--- config.mk ---
export PLATFORM = sky130hd
export DESIGN_NAME = masked_chi3_sink
export DESIGN_NICKNAME = d
export VERILOG_FILES = /design/src/rtl/masked_chi3_sink.sv
export SDC_FILE = /design/constraint.sdc
export NUM_CORES = 1
export LEC_CHECK = 0
export BUFFER_PORTS_ARGS = -buffer_cell sky130_fd_sc_hd__buf_2
export CAP_MARGIN = 20
export CORE_ASPECT_RATIO = 1.4
export CORE_MARGIN = 5
export CORE_UTILIZATION = 58
export DETAILED_ROUTE_END_ITERATION = 16
export PLACE_DENSITY = 0.77
export SLEW_MARGIN = 20
export SYNTH_ARGS = -nofsm -noshare
export SYNTH_HDL_FRONTEND = slang
export SYNTH_SLANG_ARGS = --single-unit
export TNS_END_PERCENT = 5
--- constraint.sdc ---
create_clock -name clk -period 3.8 [get_ports clk]
set_input_delay 0.38 -clock clk [delete_from_list [all_inputs] [get_ports clk]]
set_output_delay 0.38 -clock clk [all_outputs]
set_load 0.05 [all_outputs]
--- src/rtl/masked_chi3_sink.sv ---
// Sink for the 2-share masked chi pipeline. It tracks in-flight launches, remasks
// each result, queues it in a FIFO, and only grants launches that have a FIFO slot.
module masked_chi3_sink #(
    parameter int LATENCY = 5,
    parameter int DEPTH   = 8
) (
    input  logic                    clk,
    input  logic                    rst_n,
    input  logic                    launch_valid,
    output logic                    launch_ready,
    input  logic [2:0]              chi_share0,
    input  logic [2:0]              chi_share1,
    input  logic [2:0]              rand_in,
    output logic                    out_valid,
    input  logic                    out_ready,
    output logic [2:0]              out_share0,
    output logic [2:0]              out_share1,
    output logic [$clog2(DEPTH):0]  fifo_count
);
    localparam int AW = $clog2(DEPTH);
    localparam int CW = AW + 1;
    localparam logic [CW:0]   DEPTH_W = (CW + 1)'(DEPTH);
    localparam logic [CW-1:0] FULL    = CW'(DEPTH);

    logic [LATENCY-1:0] vld_pipe;
    logic [CW-1:0]      in_flight;
    logic [AW-1:0]      wr_ptr;
    logic [AW-1:0]      rd_ptr;
    logic [2:0]         mem0 [DEPTH];
    logic [2:0]         mem1 [DEPTH];
    logic               launch;
    logic               capture;
    logic               pop;
    logic [CW:0]        credit_used;

    assign launch  = launch_valid && launch_ready;
    assign capture = vld_pipe[LATENCY-1];
    assign pop     = out_valid && out_ready;

    // Credit is computed from registered state only, so a pop frees a slot one cycle later.
    assign credit_used  = {1'b0, fifo_count} + {1'b0, in_flight};
    assign launch_ready = credit_used < DEPTH_W;

    always_ff @(posedge clk) begin
        if (!rst_n) begin
            vld_pipe  <= '0;
            in_flight <= '0;
            wr_ptr    <= '0;
            rd_ptr    <= '0;
            fifo_count <= '0;
        end else begin
            vld_pipe <= LATENCY'({vld_pipe, launch});
            case ({launch, capture})
                2'b10:   in_flight <= in_flight + CW'(1);
                2'b01:   in_flight <= in_flight - CW'(1);
                default: in_flight <= in_flight;
            endcase
            if (capture) wr_ptr <= wr_ptr + AW'(1);
            if (pop)     rd_ptr <= rd_ptr + AW'(1);
            case ({capture, pop})
                2'b10:   fifo_count <= fifo_count + CW'(1);
                2'b01:   fifo_count <= fifo_count - CW'(1);
                default: fifo_count <= fifo_count;
            endcase
        end
    end

    // Each share is remasked and stored on its own; the two shares never meet in logic.
    always_ff @(posedge clk) begin
        if (rst_n && capture) begin
            mem0[wr_ptr] <= chi_share0 ^ rand_in;
            mem1[wr_ptr] <= chi_share1 ^ rand_in;
        end
    end

    assign out_valid  = fifo_count != '0;
    assign out_share0 = out_valid ? mem0[rd_ptr] : 3'b000;
    assign out_share1 = out_valid ? mem1[rd_ptr] : 3'b000;

    overflow_chk: assert property (@(posedge clk) disable iff (!rst_n)
        !(capture && !pop && fifo_count == FULL));

endmodule

==> out/summary.log <==
INFO  pwr            worst_ir_drop_vdd=0.269mV
INFO  yosys          synth-seq-cells=70
INFO  pwr            leakage=1.19nW
INFO  finish         antenna_cells_inserted=0
INFO  placed_design  routabilityCongestion=0.718
INFO  clock_network  postCtsSetupRepairBufs=0
INFO  placed_design  port_buffers=24
INFO  placed_design  place_worst_setup_slack=0.857ns
INFO  setup_path     critPathLaunchType=flip-flop
INFO  routing        drt_pass1_iterations=4
INFO  clock_network  clk_path_buf_depth=2
INFO  global_route   grt.overflow.total=0
INFO  sta            hold_viol_final=0
INFO  sta            grt_setup_unrepaired=false
INFO  finish         final_cell_count_no_fill=300
INFO  clock_network  numCtsBuffers=9
INFO  sta            hold-worst-slack=0.339ns
INFO  setup_path     worstSetupPathType=flip-flop to flip-flop
INFO  setup_path     timing.critical_path.to_type=flip-flop
INFO  placed_design  dp_hpwl=3.45mm
INFO  yosys          avgSynthCellArea=14.6µm²
INFO  routing        detailroute.via_count=1664
INFO  sta            post_route_clock_period_utilization=0.778
INFO  hold_path      holdPathEnd=vld_pipe[0]$_SDFF_PN0_
INFO  setup_path     largest_stage_delay_on_the_critical_path=0.47ns
INFO  clock_network  tritoncts=done
INFO  yosys          synth.yosys.seq_area_share=0.639
INFO  placed_design  post-place-cells=284
INFO  clock_network  clock_latency=0.34ns
INFO  pwr            power_density=452mW/mm²
INFO  sta            maxClockFrequency=338MHz
INFO  yosys          yosys_warnings=0
INFO  hold_path      worst_hold_depth=3
INFO  yosys          netlist_area=0.00294mm²
INFO  pwr            report.power.total=0.00151W
INFO  finish         synthToLayoutAreaGrowth=13.4%
INFO  global_route   grt_first_pass_wirelength=8.29mm
INFO  setup_path     reg2reg_to=in_flight[3]$_SDFFE_PN0P_
INFO  sta            worstMarginPinSlew=1.04ns
INFO  setup_path     cp_data_required_time=4.07ns
INFO  routing        drtIter0Drc=166
INFO  global_route   number_of_antenna_violations_at_the_first_check_in_global_routing=0
INFO  setup_path     critical_path.reg2reg.startpoint=fifo_count[1]$_SDFFE_PN0P_
INFO  clock_network  post_cts.resized_instances=0
INFO  global_route   grt-busiest-layer=met2
INFO  sta            setup_slack=0.845ns
INFO  die            chipHeight=94.3µm
INFO  die            die-width=70.2µm
INFO  yosys          netlist_instances=201
INFO  sta            final_critical_path_required_period=2.96ns
INFO  finish         final.fill_count=369
INFO  hold_path      min_path_type=input port to flip-flop
INFO  global_route   grtUsageMet3=0.0460
INFO  setup_path     ff2ff_path_depth=10
INFO  setup_path     worstPathArrival=3.23ns
INFO  job            drv.max_cap_violation_count=0
INFO  clock_network  cts_htree_levels=3
INFO  die            fp-row-count=30
INFO  yosys          synth_nets=227
INFO  die            start_util=0.603
INFO  outcome        outcome=complete, no violations
INFO  global_route   grt_start_max_net_pins=18
INFO  sta            setup_tns=0ns
INFO  setup_path     ff2ff_setup_slack=0.84ns
INFO  routing        dr_vias_cell=5.55
INFO  routing        drcViolationCount=0
INFO  sta            finClkSkew=0.0119ns
INFO  die            placeableCoreArea=0.00488mm²
INFO  routing        antenna_left=0
INFO  sta            finalSetupViolCount=0
INFO  clock_network  cts.reportedPaths.clkPinSlew=0.07ns
INFO  finish         nNetsFinal=257
INFO  global_route   globalRouteMet1Util=0.203
INFO  global_route   global_route.usage.met2=0.282
INFO  global_route   grt_use_total=0.171
INFO  die            io_pins=25
INFO  setup_path     timing.critical_path.slowest_stage_cell=sky130_fd_sc_hd__dfxtp_1
INFO  global_route   via_count_of_the_first_global_routing_pass=1688
INFO  yosys          synth_cell_types=30
INFO  clock_network  cts_hold_repair.buffers=0
INFO  setup_path     critical_path.cell_chain=ha_1 -> a31o_1 -> a211oi_1 -> nand3b_1 -> ha_1 -> ha_1 -> a21oi_1 -> a21oi_1 -> or4_1 -> a21oi_1
INFO  sta            timing.final.max_slew_violations=0
INFO  setup_path     critical_path.max_fanout=6
INFO  finish         post_route_cells_drive_above_1_share=0.246
INFO  routing        routed_wire_per_std_cell=16.6µm
INFO  clock_network  cts.sinks=70
INFO  routing        totalWireLength=4.99mm
INFO  hold_path      min_from=launch_valid
INFO  die            die_area=0.00662mm²
INFO  sta            max-slew-margin-rel=0.300
INFO  clock_network  clock_tree.root_cell=sky130_fd_sc_hd__clkbuf_8
-- final cells by class --
cell class / instances / area (µm²) / share of cell area
clock buffer: 13 / 191 / 0.0573
multi-input combinational: 116 / 1010 / 0.301
timing repair buffer: 24 / 120 / 0.0360
clock inverter: 3 / 21.3 / 0.00637
inverter: 10 / 37.5 / 0.0112
sequential: 70 / 1880 / 0.564
tap: 64 / 80.1 / 0.0240
-- critical path, delay by kind of cell, from the launching register on --
family | cells | cell delay [ns]
compound gates | 5 | 0.96
fa+ha+maj | 3 | 0.85
simple gates | 2 | 0.62
flops | 1 | 0.47
-- state kept, by name, indices dropped and copies added, names as in the netlist, named ones only --
register	count
fifo_count	4
in_flight	4
mem0	24
mem1	24
rd_ptr	3
vld_pipe	5
wr_ptr	3
-- cell usage after synthesis --
cell,instances,area (µm²)
sky130_fd_sc_hd__a211oi_1,1,7.51
sky130_fd_sc_hd__a21oi_1,12,60.1
sky130_fd_sc_hd__a31o_1,1,8.76
sky130_fd_sc_hd__and2_1,4,25.0
sky130_fd_sc_hd__and3_1,2,12.5
sky130_fd_sc_hd__buf_1,1,3.75
sky130_fd_sc_hd__buf_4,1,7.51
sky130_fd_sc_hd__clkbuf_1,3,11.3
sky130_fd_sc_hd__dfxtp_1,22,440
sky130_fd_sc_hd__edfxtp_1,48,1440
sky130_fd_sc_hd__fa_1,2,40.0
sky130_fd_sc_hd__ha_1,11,138
sky130_fd_sc_hd__inv_1,7,26.3
sky130_fd_sc_hd__inv_2,3,11.3
sky130_fd_sc_hd__mux2i_1,7,70.1
sky130_fd_sc_hd__mux4_2,12,270
sky130_fd_sc_hd__nand2_1,5,18.8
sky130_fd_sc_hd__nand2_2,1,6.26
sky130_fd_sc_hd__nand2b_1,1,6.26
sky130_fd_sc_hd__nand3_1,4,20.0
sky130_fd_sc_hd__nand3_2,1,10.0
sky130_fd_sc_hd__nand3b_1,2,15.0
sky130_fd_sc_hd__nor2_1,28,105
sky130_fd_sc_hd__nor2b_1,1,6.26
sky130_fd_sc_hd__nor3_1,2,10.0
sky130_fd_sc_hd__nor4_4,1,21.3
sky130_fd_sc_hd__o31ai_1,2,15.0
sky130_fd_sc_hd__or3_1,1,6.26
sky130_fd_sc_hd__or4_1,2,15.0
sky130_fd_sc_hd__xor2_1,13,114
-- layer usage --
metal  wire length [µm]  part of all wire
met5                  0                 0
met4                163             0.033
met3                203             0.041
met2               2590              0.52
met1               2030              0.41
-- report_power, final --
group,switching [W],total [W],internal [W]
clock,0.000270,0.000605,0.000335
sequential,0.00000778,0.000835,0.000827
combinational,0.0000457,0.0000703,0.0000246
total,0.000323,0.00151,0.00119
-- cell usage in the layout, fill, tap and decap left out, drive strengths merged, types with 4 or more instances in the layout --
cell type  synthesis  final
edfxtp            48     48
a21oi             12     12
and2               4      4
nand3              5      5
clkbuf             3     13
xor2              13     13
nand2              6      6
mux2i              7      7
dfxtp             22     22
mux4              12     12
inv               10     11
nor2              28     28
buf                2     24
ha                11     11
-- cells by family (layout without fill, tap and decap cells) --
family | after synthesis | in the layout | synth area share
DFF | 70 | 70 | 0.639
adders and majority gates | 13 | 13 | 0.0604
xor gates and xnor gates | 13 | 13 | 0.0387
AOI/OAI and AO/OA | 16 | 16 | 0.0310
muxes | 19 | 19 | 0.116
buffers and inverters | 15 | 50 | 0.0204
and+or+nand+nor | 55 | 55 | 0.0944
-- worst max path at each step --
stage	from	to	slack, ns	depth (start not counted)
2_1_floorplan	fifo_count[1]$_SDFFE_PN0P_	in_flight[3]$_SDFFE_PN0P_	0.72	10
3_3_place_gp	fifo_count[1]$_SDFFE_PN0P_	in_flight[3]$_SDFFE_PN0P_	0.99	10
3_5_place_dp	fifo_count[1]$_SDFFE_PN0P_	in_flight[3]$_SDFFE_PN0P_	0.86	10
4_1_cts	fifo_count[1]$_SDFFE_PN0P_	in_flight[3]$_SDFFE_PN0P_	0.85	10
5_1_grt	fifo_count[1]$_SDFFE_PN0P_	in_flight[3]$_SDFFE_PN0P_	0.63	10
6_report	fifo_count[1]$_SDFFE_PN0P_	in_flight[3]$_SDFFE_PN0P_	0.84	10
-- through the flow --
stage	util	cell area, µm²
floorplan	-	2940
global placement	0.639	3120
detailed placement	0.639	3120
CTS	0.683	3330
global route	0.684	3340
finish	0.684	3340
Note: power is estimated with default switching activity, not from simulation.
